==> config.mk <==
export PLATFORM = sky130hd
export DESIGN_NAME = ip_tx_framer
export DESIGN_NICKNAME = d
export VERILOG_FILES = /design/src/rtl/ip_tx_framer.sv
export SDC_FILE = /design/constraint.sdc
export NUM_CORES = 1
export LEC_CHECK = 0
export BUFFER_PORTS_ARGS = -buffer_cell sky130_fd_sc_hd__buf_4
export CORE_MARGIN = 2
export CORE_UTILIZATION = 45
export DETAILED_ROUTE_END_ITERATION = 8
export GPL_TIMING_DRIVEN = 1
export PLACE_DENSITY_LB_ADDON = 0.2
export SKIP_CTS_REPAIR_TIMING = 1
export SLEW_MARGIN = 30
export SYNTH_ARGS = -nofsm -noshare
export SYNTH_HDL_FRONTEND = slang
export SYNTH_SLANG_ARGS = --single-unit
==> constraint.sdc <==
create_clock -name clk -period 1.7 [get_ports clk]
set_input_delay 0.34 -clock clk [delete_from_list [all_inputs] [get_ports clk]]
set_output_delay 0.34 -clock clk [all_outputs]
set_load 0.01 [all_outputs]
==> src/rtl/ip_tx_framer.sv <==
// rtl/ip_tx_framer.sv - byte FIFO to IP header + payload stream framer; IP_TX_LEN_CHECK_EN enables the LEN filter
module ip_tx_framer #(
    parameter int MAX_PAYLOAD = 1480
) (
    input  logic        clk,
    input  logic        rst,
    input  logic [7:0]  din,
    input  logic        din_empty_n,
    output logic        din_read,
    input  logic [31:0] local_ip,
    output logic        tx_ip_hdr_valid,
    input  logic        tx_ip_hdr_ready,
    output logic [5:0]  tx_ip_dscp,
    output logic [1:0]  tx_ip_ecn,
    output logic [15:0] tx_ip_length,
    output logic [7:0]  tx_ip_ttl,
    output logic [7:0]  tx_ip_protocol,
    output logic [31:0] tx_ip_source_ip,
    output logic [31:0] tx_ip_dest_ip,
    output logic [7:0]  tx_ip_payload_axis_tdata,
    output logic        tx_ip_payload_axis_tvalid,
    input  logic        tx_ip_payload_axis_tready,
    output logic        tx_ip_payload_axis_tlast,
    output logic        busy
`ifdef IP_TX_LEN_CHECK_EN
    ,
    output logic [15:0] drop_count
`endif
);

    if (MAX_PAYLOAD < 1 || MAX_PAYLOAD > 65535) begin : g_max_payload_range
        $error("MAX_PAYLOAD must fit the 16-bit LEN field");
    end

    typedef enum logic [1:0] {
        HDR      = 2'd0,
        SEND_HDR = 2'd1,
        PAYLOAD  = 2'd2
`ifdef IP_TX_LEN_CHECK_EN
        ,
        DRAIN    = 2'd3
`endif
    } state_t;

    state_t      state, state_n;
    logic [2:0]  byte_cnt;
    logic [55:0] pre;
    logic [31:0] hdr_dest;
    logic [31:0] hdr_src;
    logic [15:0] hdr_len;
    logic [7:0]  hdr_proto;
    logic [7:0]  hdr_ttl;
    logic [15:0] remaining;
    logic        rst_q;
    logic        quiet;

    logic        pop;
    logic        hdr_v;
    logic        pay_v;
    logic        pay_last;
    logic [63:0] pre_word;
    logic [15:0] frame_len;
    logic        last_pre_byte;

    // The 8th byte is still on din when the frame decision is made, so look at it combined with the shift register.
    assign pre_word      = {pre, din};
    assign frame_len     = pre_word[31:16];
    assign last_pre_byte = (byte_cnt == 3'd7);
    assign quiet         = rst | rst_q;

`ifdef IP_TX_LEN_CHECK_EN
    localparam logic [16:0] MAX_LEN = 17'(MAX_PAYLOAD);
    logic len_bad;
    assign len_bad = (frame_len == 16'd0) || ({1'b0, frame_len} > MAX_LEN);
`endif

    always_comb begin
        state_n  = state;
        pop      = 1'b0;
        hdr_v    = 1'b0;
        pay_v    = 1'b0;
        pay_last = 1'b0;
        // The cycle after reset is kept silent even if the FIFO already holds data.
        if (!rst_q) begin
            case (state)
                HDR: begin
                    pop = din_empty_n;
                    if (din_empty_n && last_pre_byte) begin
`ifdef IP_TX_LEN_CHECK_EN
                        state_n = len_bad ? DRAIN : SEND_HDR;
`else
                        state_n = SEND_HDR;
`endif
                    end
                end
                SEND_HDR: begin
                    hdr_v = 1'b1;
                    if (tx_ip_hdr_ready)
                        state_n = (hdr_len != 16'd0) ? PAYLOAD : HDR;
                end
                PAYLOAD: begin
                    pay_v    = din_empty_n;
                    pay_last = (remaining == 16'd1);
                    pop      = pay_v && tx_ip_payload_axis_tready;
                    if (pop && pay_last)
                        state_n = HDR;
                end
`ifdef IP_TX_LEN_CHECK_EN
                DRAIN: begin
                    if (remaining == 16'd0) begin
                        state_n = HDR;
                    end else begin
                        pop = din_empty_n;
                        if (din_empty_n && remaining == 16'd1)
                            state_n = HDR;
                    end
                end
`endif
                default: state_n = HDR;
            endcase
        end
    end

    always_ff @(posedge clk) begin
        rst_q <= rst;
        if (rst) begin
            state     <= HDR;
            byte_cnt  <= 3'd0;
            pre       <= '0;
            hdr_dest  <= '0;
            hdr_src   <= '0;
            hdr_len   <= '0;
            hdr_proto <= '0;
            hdr_ttl   <= '0;
            remaining <= '0;
`ifdef IP_TX_LEN_CHECK_EN
            drop_count <= '0;
`endif
        end else begin
            state <= state_n;
            if (state == HDR && pop) begin
                byte_cnt <= byte_cnt + 3'd1;
                pre      <= pre_word[55:0];
                if (last_pre_byte) begin
                    hdr_dest  <= pre_word[63:32];
                    hdr_len   <= frame_len;
                    hdr_proto <= pre_word[15:8];
                    hdr_ttl   <= pre_word[7:0];
                    hdr_src   <= local_ip;
                    remaining <= frame_len;
`ifdef IP_TX_LEN_CHECK_EN
                    if (len_bad && drop_count != 16'hFFFF)
                        drop_count <= drop_count + 16'd1;
`endif
                end
            end
            // Only PAYLOAD and DRAIN pop outside HDR.
            if (state != HDR && pop)
                remaining <= remaining - 16'd1;
        end
    end

    assign din_read                  = pop & ~rst;
    assign tx_ip_hdr_valid           = hdr_v & ~rst;
    assign tx_ip_dscp                = 6'd0;
    assign tx_ip_ecn                 = 2'd0;
    assign tx_ip_length              = quiet ? 16'd0 : hdr_len + 16'd20;
    assign tx_ip_ttl                 = quiet ? 8'd0  : hdr_ttl;
    assign tx_ip_protocol            = quiet ? 8'd0  : hdr_proto;
    assign tx_ip_source_ip           = quiet ? 32'd0 : hdr_src;
    assign tx_ip_dest_ip             = quiet ? 32'd0 : hdr_dest;
    assign tx_ip_payload_axis_tdata  = din;
    assign tx_ip_payload_axis_tvalid = pay_v & ~rst;
    assign tx_ip_payload_axis_tlast  = pay_last & ~rst;
    assign busy                      = ~quiet & ~(state == HDR && byte_cnt == 3'd0);

endmodule

== Word level (Yosys, flattened, before mapping) ==
Index checks and enable logic that the tools add are counted.
Widths: inputs -> output; s select.

* Add/sub/neg operators: 3
* Equality and inequality tests: 7
* Multiplexer cells: 21
* Bitwise operators: 10
* Reduce and logical (&&, ||, !) cells: 15

{| class="wikitable"
|+ Operator list
! cell !! number
|-
| $mux 16 || 4
|-
| $mux 32 || 2
|-
| $add 16x5->16 const B || 1
|-
| $eq 16x1->1 const B || 1
|-
| $mux 8 || 2
|-
| $reduce_bool 16->1 || 1
|-
| $sub 16x1->16 const B || 1
|-
| $mux 2 || 4
|-
| $mux 1 || 7
|-
| $logic_and 1x1->1 || 6
|-
| $ne 2x2->1 const B || 3
|-
| $pmux 2 s3 || 1
|-
| $reduce_bool 2->1 || 3
|-
| $and 1x1->1 || 5
|-
| $not 1->1 || 4
|-
| $reduce_and 2->1 || 2
|-
| $reduce_and 4->1 || 1
|-
| $add 3x1->3 const B || 1
|-
| $eq 3x3->1 const B || 1
|-
| $logic_not 3->1 || 1
|-
| $eq 2x1->1 const B || 1
|-
| $eq 2x2->1 const B || 1
|-
| $logic_not 2->1 || 1
|-
| $pmux 1 s2 || 1
|-
| $or 1x1->1 || 1
|}

* Register bits after elaboration: 174
* Input port bits: 45
* Word-level logic and storage cells: 66

== Logic depth before layout (Yosys ltp) ==
Gate-level depths: netlist (run 1).

* Depth in word-level cells: 6
* Mapped depth: 8

== Worst setup path after synthesis (run 1) ==
Ideal clock, no wire load.

* Path kind: input -> output
* Start point: input rst
* End point: output din_read
* Arrival time: 1.619 ns
* Data required time: 1.360 ns
* Slack: -0.259 ns
* Stages: 4
* Path buffers: 2
* Path through: clkbuf_1 > or2_2 > clkbuf_1 > a2111oi_0

* Cells in the longest elaborated chain, start to end: 2

{| class="wikitable"
|+ Ends and longest elaborated chain
! what !! RTL line !! RTL
|-
| from (decl) || 6 || <nowiki>input logic rst,</nowiki>
|-
| $not 1->1 || 163 || <nowiki>assign din_read = pop & ~rst;</nowiki>
|-
| $and 1x1->1 || 163 ||
|-
| to (decl) || 9 || <nowiki>output logic din_read,</nowiki>
|}

No other way between the ends.

== Worst setup path after layout (run 1) ==
* Start point: register rst_q
* End point: output tx_ip_dest_ip[7]

* Cells in the longest elaborated chain, start to end: 2

{| class="wikitable"
|+ Ends and longest elaborated chain
! what !! RTL line !! RTL
|-
| from (decl) || 54 || <nowiki>logic rst_q;</nowiki>
|-
| from (signal assigned) || 125 || <nowiki>rst_q <= rst;</nowiki>
|-
| $or 1x1->1 || 69 || <nowiki>assign quiet = rst | rst_q;</nowiki>
|-
| $mux 32 || 171 || <nowiki>assign tx_ip_dest_ip = quiet ? 32'd0 : hdr_dest;</nowiki>
|-
| to (decl) || 19 || <nowiki>output logic [31:0] tx_ip_dest_ip,</nowiki>
|}

No other way between the ends.

==> metrics, run 1 <==
status=finished, violations left; failing checks=setup timing; Setup crit start kind=flop; slack of the critical path=-414 ps; global-route usage over all layers=0.226; CTS clk-pin slew, worst paths=70 ps; drt first pass iters=5; Post-synth ARST share=0; H-tree levels=4; Mapped Area=0.00759 mm²; Worst-Margin Slew=546 ps; nets@finish=1274; relative slew slack=0.636; commonest cells in the netlist=318 x nand2_1, 174 x dfxtp_1, 165 x a21oi_1, 86 x and2_1, 52 x clkbuf_1; Worst Hold Path Cells=3; Die Ht=134 µm; Reg-to-Reg Start=byte_cnt[0]$_SDFFE_PP0P_; top post-synthesis cells by area=dfxtp_1 46%, nand2_1 16%, a21oi_1 11%; worst min-delay path endpoint=hdr_src[3]$_SDFFE_PP0P_; Pleak=4.76 nW; Post-Syn Instances=1001; RSZ-0062 raised after global routing=true; Hold Path Origin=local_ip[3]; Worst EP required=1360 ps; setup TNS=-33530 ps; vias in the first global route=6560; area delta synth->final=61.7%; YS warnings=0; via count=7872; initial drt markers=approximately 640; DRC Markers=0; WL/cell=18.7 µm; Initial Utilization=0.460; drt total wl=27200 µm; min Tclk post-route=2110 ps; syn avg cell area=7.59 µm²; crit path DAT=1770 ps; full die area=0.0179 mm²; Worst Hold Class=in2reg; power density over the cells=753 mW/mm²; initial antenna violation count=0; Yosys reg bits=174; GPL Wtd Cong=just under 0.9; worst vdd ir=approximately 0.0008 V; EDFF count, synth=0; final cycle utilization of the critical path=1.24; Worst R2R End=hdr_src[3]$_SDFFE_PP0P_; Setup Slack @ Placement=-49.2 ps; internal reg-to-reg setup slack=-80 ps; Min Hold Slack=around 150 ps; # setup viols final=153; worst-path fanout max=4; count leader, synth=nand2_1; area leader, netlist=dfxtp_1; Die X-Extent=134 µm; Seq/Total Area, Yosys=0.459; utilization after layout=0.743; PnR Total Power=9.25 mW; Worst setup EP type=output pin; CTS tree=yes; Yosys cell types=58; clock sinks=174; Clock Skews=between 9 and 10 ps; largest net degree at the start of global routing=99; Crit Path Category=reg2out; Max Fclk=473 MHz; critical path launch point=rst_q$_DFF_P_; HPWL after DPL=13600 µm; Max Root-Sink Buffers=2; core area=roughly 0.017 mm²; vias per std cell=roughly 5.4; first-pass GRT wire length=32900 µm; clock latency on the worst-skew pair=approximately 440 ps; layout cells sized above 1=0.429; R2R cell count=10; endpoints failing hold=0; remaining antenna violation count=0; row count=47; total gr overflow=0; Synth Flop Type=dfxtp_1; # IOs=approximately 160; max cap viols=0; fin. max-slew vios=0; top-area cell type share of the netlist area=0.459; antenna cells=0; PortBufs=153; Root Buffer=clkbuf_16; TritonCTS Buffers=17
-- power breakdown --
group | switching, mW | internal (mW) | leakage, nW | total [mW]
Clock | 1.70 | 2.81 | 0.323 | 4.52
Sequential | 0.0199 | 4.09 | 1.41 | 4.11
Combinational | 0.332 | 0.288 | 3.02 | 0.619
-- cells in the final DEF, fill, tap and decap left out, types with 5 or more instances in the layout --
cell type	n
clkbuf_16	41
nand2_1	275
conb_1	8
dfxtp_1	163
a31oi_1	6
a21oi_1	122
buf_6	96
buf_4	125
buf_8	10
nand3_1	7
bufinv_16	6
and2_4	82
dfxtp_2	8
nor3_1	12
a21oi_2	43
nand4_1	5
nor2_1	23
buf_12	25
o21ai_0	9
inv_1	8
xor2_1	8
nand2_4	11
nand2_2	31
-- how the worst max path moves through the flow --
stage | end | slack (ps) | cells past startpoint
2_1_floorplan | tx_ip_length[10] | -20 | 4
3_3_place_gp | remaining[7]$_SDFFE_PP0P_ | 9 | 6
3_5_place_dp | tx_ip_length[8] | -50 | 6
4_1_cts | tx_ip_length[8] | -510 | 6
5_1_grt | tx_ip_length[12] | -470 | 5
6_report | tx_ip_dest_ip[7] | -410 | 7
-- per-stage QoR --
stage	std cells	instance area (µm²)
global route	1455	12300
CTS	1394	10000
global placement	1362	9350
detailed placement	1362	9350
finish	1455	12300
floorplan	1008	7660
-- kinds of logic (layout without fill, tap and decap cells) --
family,count (synthesis),count (layout),share of synthesized area
and+or+nand+nor,494,498,0.297
AOI/OAI and AO/OA,212,212,0.155
DFF,174,174,0.459
buffers and inverters,98,321,0.0596
xor gates and xnor gates,12,12,0.0138
adders and majority gates,7,7,0.0115
muxes,3,3,0.00395
other,1,8,0.000494
-- layout make-up --
class                           instances  area [µm²]
Multi-Input combinational cell        740        4510
Fill cell                            1150        4250
Sequential cell                       174        3500
Timing Repair Buffer                  280        3270
Clock buffer                           20         447
Tap cell                              220         275
Clock inverter                         12         229
Inverter                                9        36.3
-- metal layers --
| layer | GRT usage | share of wire | routed length [µm] | vias to the layer above |
|---|---|---|---|---|
| met5 | 0 | 0 | 0 | - |
| met4 | 0.0526 | 0.019 | 505 | 0 |
| met3 | 0.0491 | 0.071 | 1940 | 36 |
| met2 | 0.363 | 0.49 | 13400 | 303 |
| met1 | 0.313 | 0.42 | 11400 | 3804 |
| li1 | - | - | - | 3729 |
-- sequential cells by signal, summed over array words and instances (netlist names), 3 cells and up --
| register | cells |
|---|---|
| hdr_len | 16 |
| hdr_dest | 32 |
| remaining | 16 |
| byte_cnt | 3 |
| hdr_ttl | 8 |
| hdr_src | 32 |
| hdr_proto | 8 |
| pre | 56 |
-- critical path: stages (launching register included) --
cell	delay [ps]
dfxtp_4	360
buf_6	130
nor2_4	180
buf_12	140
clkbuf_16	150
buf_8	120
and2_4	140
buf_6	110
Power figures use the tool's default switching activity.
==> run 2, diff against run 1 <==
Settings changed: CORE_UTILIZATION 45 to 27, REMOVE_ABC_BUFFERS set to 1.
==> metrics, run 2 (synthesis gave the netlist of run 1 again) <==
M2 GR Usage=0.250 (was 0.363); worst path cell trace=nor4_2 -> buf_4 -> nand4_1 -> nor4_2 -> buf_4 (was buf_6 -> nor2_4 -> buf_12 -> clkbuf_16 -> buf_8 -> and2_4 -> buf_6); CTS tree=yes (unchanged); Max Root-Sink Buffers=2 (unchanged); vias in the first global route=6481 (was 6560); status=finished, violations left (unchanged); PortBufs=153 (unchanged); power density over the cells=651 mW/mm² (was 753 mW/mm²); Die X-Extent=172 µm (was 134 µm); Slowest cell on crit path=dfxtp_2 (was dfxtp_4); final std cells w/o fill=1647 (was 1455); global-route usage over all layers=0.148 (was 0.226); fin. max-slew vios=0 (unchanged); relative slew slack=0.430 (was 0.636); Largest regs=pre (56), hdr_dest (32), hdr_src (32) (unchanged); initial drt markers=436 (was 641); most frequent cells in the layout=222 x nand2_1, 163 x dfxtp_1, 143 x buf_4, 116 x buf_6, 97 x a21oi_2 (was 275 x nand2_1, 163 x dfxtp_1, 125 x buf_4, 122 x a21oi_1, 96 x buf_6); Pleak=5.63 nW (was 4.76 nW); drt first pass iters=5 (unchanged); full die area=0.0295 mm² (was 0.0179 mm²); vias per std cell=4.70 (was 5.41); DRC Markers=0 (unchanged); delay of the slowest critical-path stage=330 ps (was 360 ps); core area=0.0277 mm² (was 0.0165 mm²); design area=0.0134 mm² (was 0.0123 mm²); final cycle utilization of the critical path=1.25 (was 1.24); CTS clk-pin slew, worst paths=70 ps (about the same); # IOs=162 (unchanged); total gr overflow=0 (unchanged); Worst EP required=1360 ps (about the same); antenna cells=0 (unchanged); # setup viols final=257 (was 153); clock latency on the worst-skew pair=430 ps (was 440 ps); max reg flops=56 (unchanged); placed inst area=0.00959 mm² (was 0.00935 mm²); Worst Hold Class=in2reg (unchanged); setup TNS=-39500 ps (was -33530 ps); dpl cells=1534 (was 1362); clock sinks=174 (unchanged); row count=61 (was 47); Reg area=0.00350 mm² (about the same); nets@finish=1308 (was 1274); Die Ht=172 µm (was 134 µm); first-pass GRT wire length=34400 µm (was 32900 µm); utilization after layout=0.484 (was 0.743); initial antenna violation count=0 (unchanged); max cap viols=0 (unchanged); layout cells sized above 1=0.536 (was 0.429); worst-path fanout max=3 (was 4); Largest Register=pre (unchanged); endpoints failing hold=0 (unchanged); crit path DAT=1790 ps (was 1770 ps); HPWL after DPL=14300 µm (was 13600 µm); Setup Slack @ Placement=-176 ps (was -49.2 ps); TritonCTS Buffers=17 (unchanged); Max Fclk=470 MHz (was 473 MHz); Clock Skews=12.8 ps (was 9.21 ps); worst vdd ir=0.000503 V (was 0.000786 V); slack of the critical path=-428 ps (was -414 ps); GRT met3 Usage=0.0249 (was 0.0491); GPL Wtd Cong=0.862 (was 0.867); Crit Path Category=reg2out (unchanged); Setup crit start kind=flop (unchanged); GRT Max-Usage Layer=met2 (unchanged); failing checks=setup timing (unchanged); Initial Utilization=0.274 (was 0.460); met1 GRT Util=0.197 (was 0.313); Worst-Margin Slew=855 ps (was 546 ps); R2R cell count=7 (was 10); largest net degree at the start of global routing=125 (was 99); leading cell type in the layout, fill and taps excluded=nand2_1 (unchanged); Worst Hold Path Cells=3 (unchanged); H-tree levels=4 (unchanged); via count=7747 (was 7872); min Tclk post-route=2130 ps (was 2110 ps); footprint of the multi-input gates=0.00519 mm² (was 0.00451 mm²); WL/cell=17.6 µm (was 18.7 µm); remaining antenna violation count=0 (unchanged); drt total wl=29000 µm (was 27200 µm); Worst setup EP type=output pin (unchanged); Root Buffer=clkbuf_16 (unchanged); RSZ-0062 raised after global routing=true (unchanged); area delta synth->final=76.7% (was 61.7%); Fillers=2672 (was 1150)
run 2: per-stage QoR:
stage          hold slack [ps]  power (mW)
6_report                   147        8.74
5_1_grt                    138        9.07
4_1_cts                    133        8.53
3_5_place_dp               442        4.62
3_3_place_gp               437        4.62
2_1_floorplan              368        4.30
run 2: layout make-up:
cell class	instances	share of cell area
multi-input cells	737	0.387
clock inverters	13	0.00979
inverters	9	0.00270
repair buffers	317	0.272
well taps	378	0.0352
flip-flops and latches	174	0.261
clock buffers	19	0.0330
run 2: power by group:
part / internal [mW] / switching [mW]
Combinational: 0.332 / 0.384
Sequential: 4.09 / 0.0246
Clock: 2.09 / 1.82
run 2: final timing paths:
kind | startpoint | endpoint | slack [ps]
hold reg to reg | hdr_src[10]$_SDFFE_PP0P_ | hdr_src[10]$_SDFFE_PP0P_ | 460
setup reg to reg | rst_q$_DFF_P_ | pre[23]$_SDFFE_PP0P_ | -150
setup / recovery | remaining[5]$_SDFFE_PP0P_ | tx_ip_payload_axis_tlast | -430
hold / removal | local_ip[19] | hdr_src[19]$_SDFFE_PP0P_ | 150
run 2: layer usage:
layer  wire (µm)  vias up
met2       14500      137
met3         736       17
met1       13600     3786
met4         257        0
met5           0        -
li1            -     3807
run 2: critical path, delay by kind of cell (launching register included):
| family | cells | cell delay, ps |
|---|---|---|
| DFF | 1 | 330 |
| buffers and inverters | 2 | 310 |
| and+or+nand+nor | 3 | 720 |
==> run 3, diff against run 2 <==
Settings changed: CORE_MARGIN 2 to 1.5, SETUP_SLACK_MARGIN set to 0.3, SKIP_CTS_REPAIR_TIMING 1 to not set.
==> metrics, run 3 (synthesis gave the netlist of run 1 again) <==
Largest regs=pre (56), hdr_dest (32), hdr_src (32) (unchanged); initial drt markers=376 (was 436); nets@finish=1363 (was 1308); TritonCTS Buffers=17 (unchanged); core area=0.0277 mm² (unchanged); Worst setup EP type=output pin (unchanged); # setup viols final=274 (was 257); PortBufs=153 (unchanged); worst vdd ir=0.000593 V (was 0.000503 V); max reg flops=56 (unchanged); most frequent cells in the layout=157 x dfxtp_1, 151 x nand2_1, 147 x a21oi_2, 144 x buf_6, 139 x nand2_4 (was 222 x nand2_1, 163 x dfxtp_1, 143 x buf_4, 116 x buf_6, 97 x a21oi_2); Min Hold Slack=151 ps (was 147 ps); failing checks=setup timing (unchanged); cts hold-fix bufs=0; Worst Hold Class=in2reg (unchanged); DRC Markers=0 (unchanged); Die X-Extent=171 µm (was 172 µm); vias per std cell=4.77 (was 4.70); Max Fclk=455 MHz (was 470 MHz); min Tclk post-route=2200 ps (was 2130 ps); CTS clk-pin slew, worst paths=70 ps (about the same); relative slew slack=0.426 (was 0.430); Initial Utilization=0.274 (unchanged); vias in the first global route=7652 (was 6481); design area=0.0155 mm² (was 0.0134 mm²); Fillers=2422 (was 2672); placed inst area=0.00959 mm² (about the same); internal reg-to-reg setup slack=-420 ps (was -150 ps); Max Root-Sink Buffers=2 (unchanged); status=finished, violations left (unchanged); Largest Register=pre (unchanged); antenna cells=0 (unchanged); power density over the cells=600 mW/mm² (was 651 mW/mm²); global-route usage over all layers=0.201 (was 0.148); clock latency on the worst-skew pair=430 ps (about the same); WL/cell=18.6 µm (was 17.6 µm); Pleak=6.22 nW (was 5.63 nW); Setup crit start kind=flop (unchanged); Worst-Margin Slew=861 ps (was 855 ps); RSZ-0062 raised after global routing=true (unchanged); largest net degree at the start of global routing=121 (was 125); Crit Path Category=reg2out (unchanged); H-tree levels=4 (unchanged); Setup Slack @ Placement=-171 ps (was -176 ps); worst-path fanout max=2 (was 3); drt total wl=31600 µm (was 29000 µm); HPWL after DPL=14100 µm (was 14300 µm); clock sinks=174 (unchanged); remaining antenna violation count=0 (unchanged); GPL Wtd Cong=0.810 (was 0.862); Clock Skews=10.3 ps (was 12.8 ps); # IOs=162 (unchanged); layout cells sized above 1=0.668 (was 0.536); full die area=0.0291 mm² (was 0.0295 mm²); leading cell type in the layout, fill and taps excluded=dfxtp_1 (was nand2_1); Worst EP required=1360 ps (about the same); slack of the critical path=-498 ps (was -428 ps); Root Buffer=clkbuf_16 (unchanged); row count=61 (unchanged); CTS tree=yes (unchanged); endpoints failing hold=0 (unchanged); Die Ht=171 µm (was 172 µm); crit path DAT=1860 ps (was 1790 ps); max cap viols=0 (unchanged); area delta synth->final=104% (was 76.7%); first-pass GRT wire length=44100 µm (was 34400 µm); drt first pass iters=4 (was 5); fin. max-slew vios=0 (unchanged); initial antenna violation count=0 (unchanged); total gr overflow=0 (unchanged); via count=8123 (was 7747); final cycle utilization of the critical path=1.29 (was 1.25)
run 3: cell types whose count changed in the layout (fill, tap and decap cells not counted), moves of 20 or more:
cell,delta
nand2_1,-71
nand2_4,+59
a21oi_1,-52
a21oi_2,+50
buf_16,+35
buf_6,+28
buf_12,+20
run 3: path summary, 6_finish.rpt:
| path | cells after the start | endpoint | from |
|---|---|---|---|
| hold / removal | 3 | hdr_src[28]$_SDFFE_PP0P_ | local_ip[28] |
| hold reg to reg | 2 | hdr_src[15]$_SDFFE_PP0P_ | hdr_src[15]$_SDFFE_PP0P_ |
| setup reg to reg | 10 | pre[10]$_SDFFE_PP0P_ | rst_q$_DFF_P_ |
| setup / recovery | 5 | tx_ip_payload_axis_tlast | remaining[2]$_SDFFE_PP0P_ |
run 3: power breakdown:
group,internal (mW),switching (mW),total (mW)
clock network,2.28,1.87,4.15
registers,4.09,0.0270,4.11
logic,0.541,0.492,1.03
run 3: worst max-delay path, stage by stage (launching register included):
cell     delay [ps]
dfxtp_2         340
nor4_4          280
buf_4           170
nand4_1         170
nor4_1          300
buf_4           180
run 3: cell type report:
| type | instances | area [µm²] | area share |
|---|---|---|---|
| flip-flops and latches | 174 | 3510 | 0.226 |
| repair buffers | 368 | 4810 | 0.310 |
| well taps | 378 | 473 | 0.0305 |
| inverters | 9 | 38.8 | 0.00250 |
| multi-input cells | 741 | 6060 | 0.391 |
| clock buffers | 18 | 439 | 0.0283 |
| clock inverters | 14 | 175 | 0.0113 |
run 3: stage by stage:
step | std cells | power [mW] | setup TNS, ps | util
floorplan | 919 | 4.30 | -423710 | -
global placement | 1530 | 4.61 | -4600 | 0.346
detailed placement | 1530 | 4.61 | -4770 | 0.346
CTS | 1666 | 9.27 | -68840 | 0.482
global route | 1702 | 9.62 | -97860 | 0.559
finish | 1702 | 9.30 | -81980 | 0.559
run 3: what timing repair did:
| action | CTS | global route |
|---|---|---|
| setup buffers | 63 | 23 |
| endpoints found under the setup margin | 274 | 274 |
| gates cloned | 41 | 13 |
| pin swaps | 203 | 235 |
| gates resized for setup | 401 | 443 |
run 3: layer usage:
metal | wire length (µm) | GRT usage | vias to the layer above
met3 | 1200 | 0.0310 | 44
met4 | 661 | 0.0462 | 0
met2 | 16200 | 0.353 | 167
met1 | 13600 | 0.257 | 3966
met5 | 0 | 0 | -
li1 | - | - | 3946
